==> src/rtl/arm_ctrl_pkg.sv <==
// arm_ctrl_pkg: shared state encoding, instruction classes and ALU constants for the ARM control FSM
package arm_ctrl_pkg;
  typedef enum logic [2:0] {
    IDLE   = 3'd0,
    FETCH  = 3'd1,
    DECODE = 3'd2,
    EXEC   = 3'd3,
    MEM    = 3'd4,
    WB     = 3'd5
  } state_e;
  typedef enum logic [1:0] {
    CLS_DP  = 2'd0,
    CLS_LS  = 2'd1,
    CLS_BR  = 2'd2,
    CLS_UND = 2'd3
  } cls_e;
  localparam logic [3:0] ALU_ADD = 4'b0100;
  localparam logic [3:0] ALU_SUB = 4'b0010;
  localparam logic [3:0] CMP_LO  = 4'b1000;
  localparam logic [3:0] CMP_HI  = 4'b1011;
  function automatic logic is_cmp(input logic [3:0] op);
    return op >= CMP_LO && op <= CMP_HI;
  endfunction
endpackage

==> src/rtl/arm_ctrl_decode.sv <==
// arm_ctrl_decode: combinational IR classifier (class, writes_reg, link, load)
module arm_ctrl_decode
  import arm_ctrl_pkg::*;
#(
  parameter int IR_W = 28
) (
  input  logic [IR_W-1:0] ir,
  output cls_e            cls,
  output logic            writes_reg,
  output logic            link,
  output logic            load
);
  logic ir_unused;
  assign ir_unused = ^ir[19:0];
  always_comb begin
    cls = ir[27:26] == 2'b00 ? CLS_DP :
          ir[27:26] == 2'b01 ? CLS_LS :
          ir[27:25] == 3'b101 ? CLS_BR : CLS_UND;
    link = cls == CLS_BR && ir[24];
    load = cls == CLS_LS && ir[20];
    writes_reg = (cls == CLS_DP && !is_cmp(ir[24:21])) || load || link;
  end
endmodule

==> src/rtl/arm_ctrl_fsm.sv <==
// arm_ctrl_fsm: multi-cycle FETCH/DECODE/EXEC/MEM/WB control unit with Moore strobes.
// Optional retired-instruction counter enabled by ARM_CTRL_RETIRE_CNT_EN.
module arm_ctrl_fsm
  import arm_ctrl_pkg::*;
#(
  parameter int IR_W  = 28,
  parameter int CNT_W = 16
) (
  input  logic             clk,
  input  logic             Rst_n,
  input  logic [IR_W-1:0]  IR,
  input  logic             flag,
  input  logic             Mem_Ready,
  output logic             Write_IR,
  output logic             Write_PC,
  output logic             PC_sel,
  output logic             Write_Reg,
  output logic             Link,
  output logic             Write_NZCV,
  output logic [3:0]       ALU_OP,
  output logic             Mem_Read,
  output logic             Mem_Write,
  output logic             Undef,
  output logic [2:0]       State,
  output logic [CNT_W-1:0] Retired
);
  state_e     state_q, state_d;
  cls_e       cls_q, cls_d, dec_cls;
  logic       wr_q, wr_d, lnk_q, lnk_d, ld_q, ld_d, nz_q, nz_d, und_q, und_d;
  logic [3:0] alu_q, alu_d;
  logic       dec_wr, dec_lnk, dec_ld;
  arm_ctrl_decode #(.IR_W(IR_W)) u_dec (
    .ir        (IR),
    .cls       (dec_cls),
    .writes_reg(dec_wr),
    .link      (dec_lnk),
    .load      (dec_ld)
  );
  always_comb begin
    state_d    = state_q;
    cls_d      = cls_q;
    wr_d       = wr_q;
    lnk_d      = lnk_q;
    ld_d       = ld_q;
    nz_d       = nz_q;
    alu_d      = alu_q;
    und_d      = 1'b0;
    Write_IR   = 1'b0;
    Write_PC   = 1'b0;
    PC_sel     = 1'b0;
    Write_Reg  = 1'b0;
    Link       = 1'b0;
    Write_NZCV = 1'b0;
    ALU_OP     = 4'b0000;
    Mem_Read   = 1'b0;
    Mem_Write  = 1'b0;
    case (state_q)
      IDLE: state_d = FETCH;
      FETCH: begin
        Write_IR = 1'b1;
        Write_PC = 1'b1;
        state_d  = DECODE;
      end
      DECODE: begin
        cls_d   = dec_cls;
        wr_d    = dec_wr;
        lnk_d   = dec_lnk;
        ld_d    = dec_ld;
        nz_d    = dec_cls == CLS_DP && IR[20];
        alu_d   = dec_cls == CLS_DP ? IR[24:21] :
                  (dec_cls == CLS_LS && !IR[23]) ? ALU_SUB : ALU_ADD;
        und_d   = flag && dec_cls == CLS_UND;
        state_d = (flag && dec_cls != CLS_UND) ? EXEC : FETCH;
      end
      EXEC: begin
        ALU_OP     = alu_q;
        Write_NZCV = nz_q;
        Write_PC   = cls_q == CLS_BR;
        PC_sel     = cls_q == CLS_BR;
        state_d    = cls_q == CLS_LS ? MEM : wr_q ? WB : FETCH;
      end
      MEM: begin
        Mem_Read  = ld_q;
        Mem_Write = !ld_q;
        state_d   = !Mem_Ready ? MEM : ld_q ? WB : FETCH;
      end
      WB: begin
        Write_Reg = 1'b1;
        Link      = lnk_q;
        state_d   = FETCH;
      end
      default: state_d = IDLE;
    endcase
  end
  always_ff @(posedge clk or negedge Rst_n) begin
    if (!Rst_n) begin
      state_q <= IDLE;
      cls_q   <= CLS_DP;
      wr_q    <= 1'b0;
      lnk_q   <= 1'b0;
      ld_q    <= 1'b0;
      nz_q    <= 1'b0;
      und_q   <= 1'b0;
      alu_q   <= 4'b0000;
    end else begin
      state_q <= state_d;
      cls_q   <= cls_d;
      wr_q    <= wr_d;
      lnk_q   <= lnk_d;
      ld_q    <= ld_d;
      nz_q    <= nz_d;
      und_q   <= und_d;
      alu_q   <= alu_d;
    end
  end
  // Undef is registered so it pulses during the FETCH that follows the bad DECODE
  assign Undef = und_q;
  assign State = state_q;
`ifdef ARM_CTRL_RETIRE_CNT_EN
  logic [CNT_W-1:0] ret_q, ret_d;
  always_comb
    ret_d = ret_q + CNT_W'(state_d == FETCH && (state_q == EXEC || state_q == MEM || state_q == WB));
  always_ff @(posedge clk or negedge Rst_n) begin
    if (!Rst_n) ret_q <= '0;
    else ret_q <= ret_d;
  end
  assign Retired = ret_q;
`else
  assign Retired = '0;
`endif
endmodule

==> config.mk <==
export PLATFORM = sky130hd
export DESIGN_NAME = arm_ctrl_fsm
export DESIGN_NICKNAME = d
export VERILOG_FILES = /design/src/rtl/arm_ctrl_pkg.sv /design/src/rtl/arm_ctrl_decode.sv /design/src/rtl/arm_ctrl_fsm.sv
export SDC_FILE = /design/constraint.sdc
export NUM_CORES = 1
export LEC_CHECK = 0
export BUFFER_PORTS_ARGS = -buffer_cell sky130_fd_sc_hd__buf_2
export CORE_ASPECT_RATIO = 1.25
export CORE_MARGIN = 2
export CORE_UTILIZATION = 43
export DETAILED_ROUTE_END_ITERATION = 7
export GPL_TIMING_DRIVEN = 0
export MAX_ROUTING_LAYER = met4
export PLACE_DENSITY = 0.84
export SETUP_SLACK_MARGIN = 0.02
export SLEW_MARGIN = 0
export SYNTH_ARGS = -nofsm -noshare
export SYNTH_HDL_FRONTEND = slang
export SYNTH_SLANG_ARGS = --single-unit
==> constraint.sdc <==
create_clock -name clk -period 1.92 [get_ports clk]
set_input_delay 0.384 -clock clk [delete_from_list [all_inputs] [get_ports clk]]
set_output_delay 0.384 -clock clk [all_outputs]
set_load 0.03 [all_outputs]
Yosys cells after proc, flatten, opt, wreduce, memory -nomap -nowiden. Cells that the tools add are included.

Magnitude comparators: 2. Eq/ne operators: 13. Mux-type cells: 21. Reduce and logical (&&, ||, !) cells: 17.

Operators with widths (count): $mux 3 (5); $pmux 3 s5 (1); $eq 3x3->1 const B (3); $mux 1 (9); $logic_and 1x1->1 (8); $mux 4 (2); $eq 2x1->1 const B (3); $eq 2x2->1 const B (3); $eq 3x2->1 const B (2); $mux 2 (3); $ge 4x4->1 const B (1); $le 4x4->1 const B (1); $logic_not 2->1 (2); $eq 3x1->1 const B (1); $logic_not 1->1 (3); $logic_not 3->1 (1); $logic_or 1x1->1 (2); $ne 2x2->1 const B (1); $pmux 1 s2 (1); $reduce_or 2->1 (1).

Register bits: 14. Input port bits: 32. Output and inout bits: 32.

Longest topological paths before layout.
Depth in word-level cells: 8. Gate-level depth with buffers: 5.

Cells and area by module. Synthesis repeated with hierarchy kept, for this count alone.

Cell total of the unflattened synthesis: 97. Area total of the unflattened synthesis: 885.8 µm².

Modules (own cells, without submodules): arm_ctrl_fsm (instances 1, cells each 88, area each 834.6 µm², sequential area each 350.3 µm²); arm_ctrl_decode (instances 1, cells each 9, area each 51.3 µm², sequential area each 0.0 µm²).

Worst setup path before layout. No wires, ideal clock.

Kind: register to output. From: reg state_q[0] (netlist: State[0]). To: out Link. Data arrival time: 1792 ps. Required time: 1536 ps. Path slack: -256 ps. Cell stages (with the launch flop): 5. Buffers on the path: 1. Cells stage by stage: dfrtp_1 clkbuf_2 or2b_1 nor2_1 and2_1.

Longest elaborated chain between the ends: 2.

RTL lines: from (decl) (RTL line arm_ctrl_fsm.sv:27) `state_e state_q, state_d;`; from (signal assigned) (RTL line arm_ctrl_fsm.sv:106) `state_q <= state_d;`; $eq 3x3->1 (RTL line arm_ctrl_fsm.sv:57) `case (state_q)`; $mux 1 (RTL line arm_ctrl_fsm.sv:57); to (decl) (RTL line arm_ctrl_fsm.sv:18) `output logic Link,`.

Every way passes these cells.

Worst setup path after layout.
From: reg state_q[2] (netlist: State[2]). To: out Write_PC.

Longest elaborated chain between the ends: 2. Elaborated cells between the ends (all ways): 3. Classes of those cells: 2 x eq/ne; 1 x mux.

RTL lines: $eq 3x2->1 / $eq 3x1->1 (equally long branches) (RTL line arm_ctrl_fsm.sv:57); $pmux 1 s2 * (RTL line arm_ctrl_fsm.sv:57); to (decl) (RTL line arm_ctrl_fsm.sv:15) `output logic Write_PC,`.

Mark *: on every way between the ends. The rest lies on a longest branch, timed or not.

==> PnR_summary.wiki <==
{| class="wikitable"
! Metric !! Value
|-
| Maximum clock frequency || 526 MHz
|-
| Asr flop ratio synth || 100%
|-
| Placer Congestion || 0.807
|-
| Number of buffers added by the clock tree synthesis step || 3
|-
| Min-Delay Path Class || input pin to flop
|-
| Period utilisation layout || 99.0%
|-
| Clock Skews || 1.62 ps
|-
| Die boundary height || 54.9 µm
|-
| Static power due to leakage || about 0.7 nW
|-
| Depth of the CTS H-tree || 1
|-
| Number of enable-type register cells in the synthesized netlist || 0
|-
| Sequential share of the synthesized area || between 30% and 40%
|-
| Clock transition at the register clock pins on the worst setup and hold paths after CTS || 80 ps
|-
| HPWL Detailed || 1500 µm
|-
| Post-synthesis cell count || 102
|-
| Total die area || 2450 µm²
|-
| Power per Cell Area || 1400 nW/µm²
|-
| Maximum number of pins on one net before global-route repair || 15
|-
| Antenna cell count || 0
|-
| Number of flip-flops and latches in the synthesized netlist || 14
|-
| Pre-antenna DRT Iters || 4
|-
| Tmin final || roughly 1900 ps
|-
| Antenna violations before repair || 0
|-
| Crit start category || flop
|-
| CP Data Required Time || 1540 ps
|-
| Fraction of synthesized cell area taken by the top area cell type || 39.3%
|-
| CP max FO || 2
|-
| Vias per Instance || about 4.8
|-
| Starting density of the core || between 40% and 50%
|-
| Warnings, synthesis || 0
|-
| Cell row count || 18
|-
| Number of instances in the placed design || 163
|-
| End-of-flow core utilization || between 60% and 70%
|-
| Number of unique standard cell types used by synthesis || 30
|-
| Port Buffers || 26
|-
| Vias in the first global route || 839
|-
| Final design instance area without fill || 1240 µm²
|-
| Worst slack at placement || 154 ps
|-
| Transition time at the pin with the least slew margin || 496 ps
|-
| Final-report hold violation count || 0
|-
| Result of the run || completed
|-
| Worst-Skew Late Latency || 280 ps
|-
| Wire length per cell after detailed routing || between 10 and 15 µm
|-
| Residual DRC count || 0
|-
| Worst hold margin || 320 ps
|-
| Clock Root Buffer || clkbuf_4
|-
| Number of endpoints failing setup at the final stage || 0
|-
| Yosys top cell by area || dfrtp_1
|-
| Count of antenna-violating nets left after detailed routing || 0
|-
| Max-cap viol count || 0
|-
| Placed instance area || 1120 µm²
|-
| Detailed router's first-iteration violation count || 10
|-
| Most instantiated flip-flop cell in the synthesis netlist || dfrtp_1
|-
| Longest Clk Path Bufs || 2
|-
| First-pass GRT wire length || between 3000 and 4000 µm
|-
| Total via count after detailed routing || 827
|-
| Crit path capture type || output pin
|-
| Slew HR || about 67%
|-
| Leading cell types by count after synthesis || buf_4 (16), dfrtp_1 (14), nand2_1 (13), inv_1 (8), nor2_1 (8)
|-
| Final #Nets || 187
|-
| Non-filler instance count after layout || between 150 and 200
|-
| Global Route Usage Sum || 19.6%
|-
| Number of max-slew violations in the final report || 0
|-
| Total global routing overflow || 0
|-
| Final WL || around 2000 µm
|-
| Worst IR drop on VDD || between 0.6 and 0.7 mV
|-
| Crit path setup slack, layout || 19.7 ps
|-
| Die width || about 45 µm
|-
| Top-count cell post-synth || buf_4
|-
| Area overhead of the layout relative to synthesis || 38.8%
|-
| Area of the mapped netlist || 891 µm²
|-
| Data arrival at the endpoint of the critical path || 1520 ps
|-
| Core region area || 1960 µm²
|-
| Share of post-route cells with drive strength above 1 || 45.8%
|-
| Leading cell types by total area after synthesis || dfrtp_1 (39%), buf_4 (13%), nand2_1 (5.5%)
|-
| Tot Pwr || about 1.7 mW
|-
| Setup tns final || 0 ps
|-
| Boundary pin count || between 60 and 70
|-
| Unrepaired setup endpoints after global routing || yes
|-
| Mean instance size in the synthesized netlist || 8.73 µm²
|-
| Sinks on Clock Net || 14
|-
| CTS tree || done
|-
| Crit Path Category || flop to output pin
|}
==> worst max-delay path, cell delays in order, from the launching register on <==
cell and delay [ps]:
dfrtp_1 360, buf_6 100, and3b_2 210, and3b_2 200
or2_4 220, buf_6 130
==> registers in the layout, summed over array words and instances, names as in the netlist <==
signal,cells
alu_q,4
State,3
cls_q,2
Undef,1
ld_q,1
lnk_q,1
nz_q,1
wr_q,1
==> cell families (layout without fill, tap and decap cells) <==
logic type      Yosys count  after routing  synth area share (%)
buf+inv                  28             64                  20.5
compound gates           15             15                  11.0
simple gates             43             43                  27.7
other cells               1             16                 0.421
flops                    14             14                  39.3
mux                       1              1                  1.12
==> cells in the final DEF (no fill, tap or decap) <==
cell type | synthesis | layout
buf_4 | 16 | 26
buf_2 | 0 | 20
conb_1 | 1 | 16
nand2_1 | 13 | 13
dfrtp_1 | 14 | 12
inv_1 | 8 | 8
nor2_1 | 8 | 6
buf_6 | 2 | 5
nand3_1 | 4 | 4
nor2b_1 | 3 | 3
o21ai_0 | 3 | 3
a21oi_1 | 3 | 3
and2_1 | 6 | 3
clkbuf_4 | 0 | 3
dfrtp_2 | 0 | 2
and3b_2 | 1 | 2
nor2_4 | 0 | 2
and2_4 | 0 | 2
a31oi_1 | 2 | 2
o21ai_1 | 2 | 2
or2b_1 | 1 | 1
clkbuf_2 | 2 | 1
o2111ai_1 | 1 | 1
or2_4 | 0 | 1
o211a_1 | 1 | 1
or3b_4 | 1 | 1
nor4_4 | 1 | 1
and3_2 | 1 | 1
and2_2 | 0 | 1
o21ai_2 | 1 | 1
nor3b_2 | 1 | 1
a221o_1 | 1 | 1
nand4_1 | 1 | 1
mux2i_1 | 1 | 1
o31ai_1 | 1 | 1
dlygate4sd3_1 | 0 | 1
==> path summary, 6_finish.rpt <==
check	slack [ps]	to	from	cells past startpoint
setup / recovery	20	Write_PC	State[2]	5
hold / removal	320	alu_q[0]	IR[21]	3
setup reg to reg	410	cls_q[1]	State[2]	6
hold reg to reg	470	alu_q[1]	alu_q[1]	2
max in group asynchronous	1150	State[0]	Rst_n	2
min in group asynchronous	520	cls_q[1]	Rst_n	2
==> per-layer routing <==
metal	GRT usage, %	vias up	wire length (µm)
li1	-	404	-
met1	19.1	367	740
met2	33.1	49	1060
met3	2.60	7	156
met4	19.2	0	78
met5	-	-	0
==> final cells by class <==
class                      instances  area [µm²]
buffer                            19         148
fill                             179         723
clock buffer                       3        22.5
inverter                           8        30.0
timing repair buffer              34         219
multi-input combinational         75         439
sequential                        14         353
tap                               20        25.0
==> power breakdown <==
part | total, mW | switching, mW | internal (mW)
sequential | 0.504 | 0.0835 | 0.420
combinational | 1.06 | 0.617 | 0.442
clock | 0.163 | 0.0899 | 0.0728
==> what timing repair did <==
item,CTS,global route
hold endpoints to repair,14,0
cloned,0,0
buffers inserted,6,1
setup endpoints to repair,2,6
resized for setup,4,14
hold buffers,1,0
(Power assumes the default switching activity.)
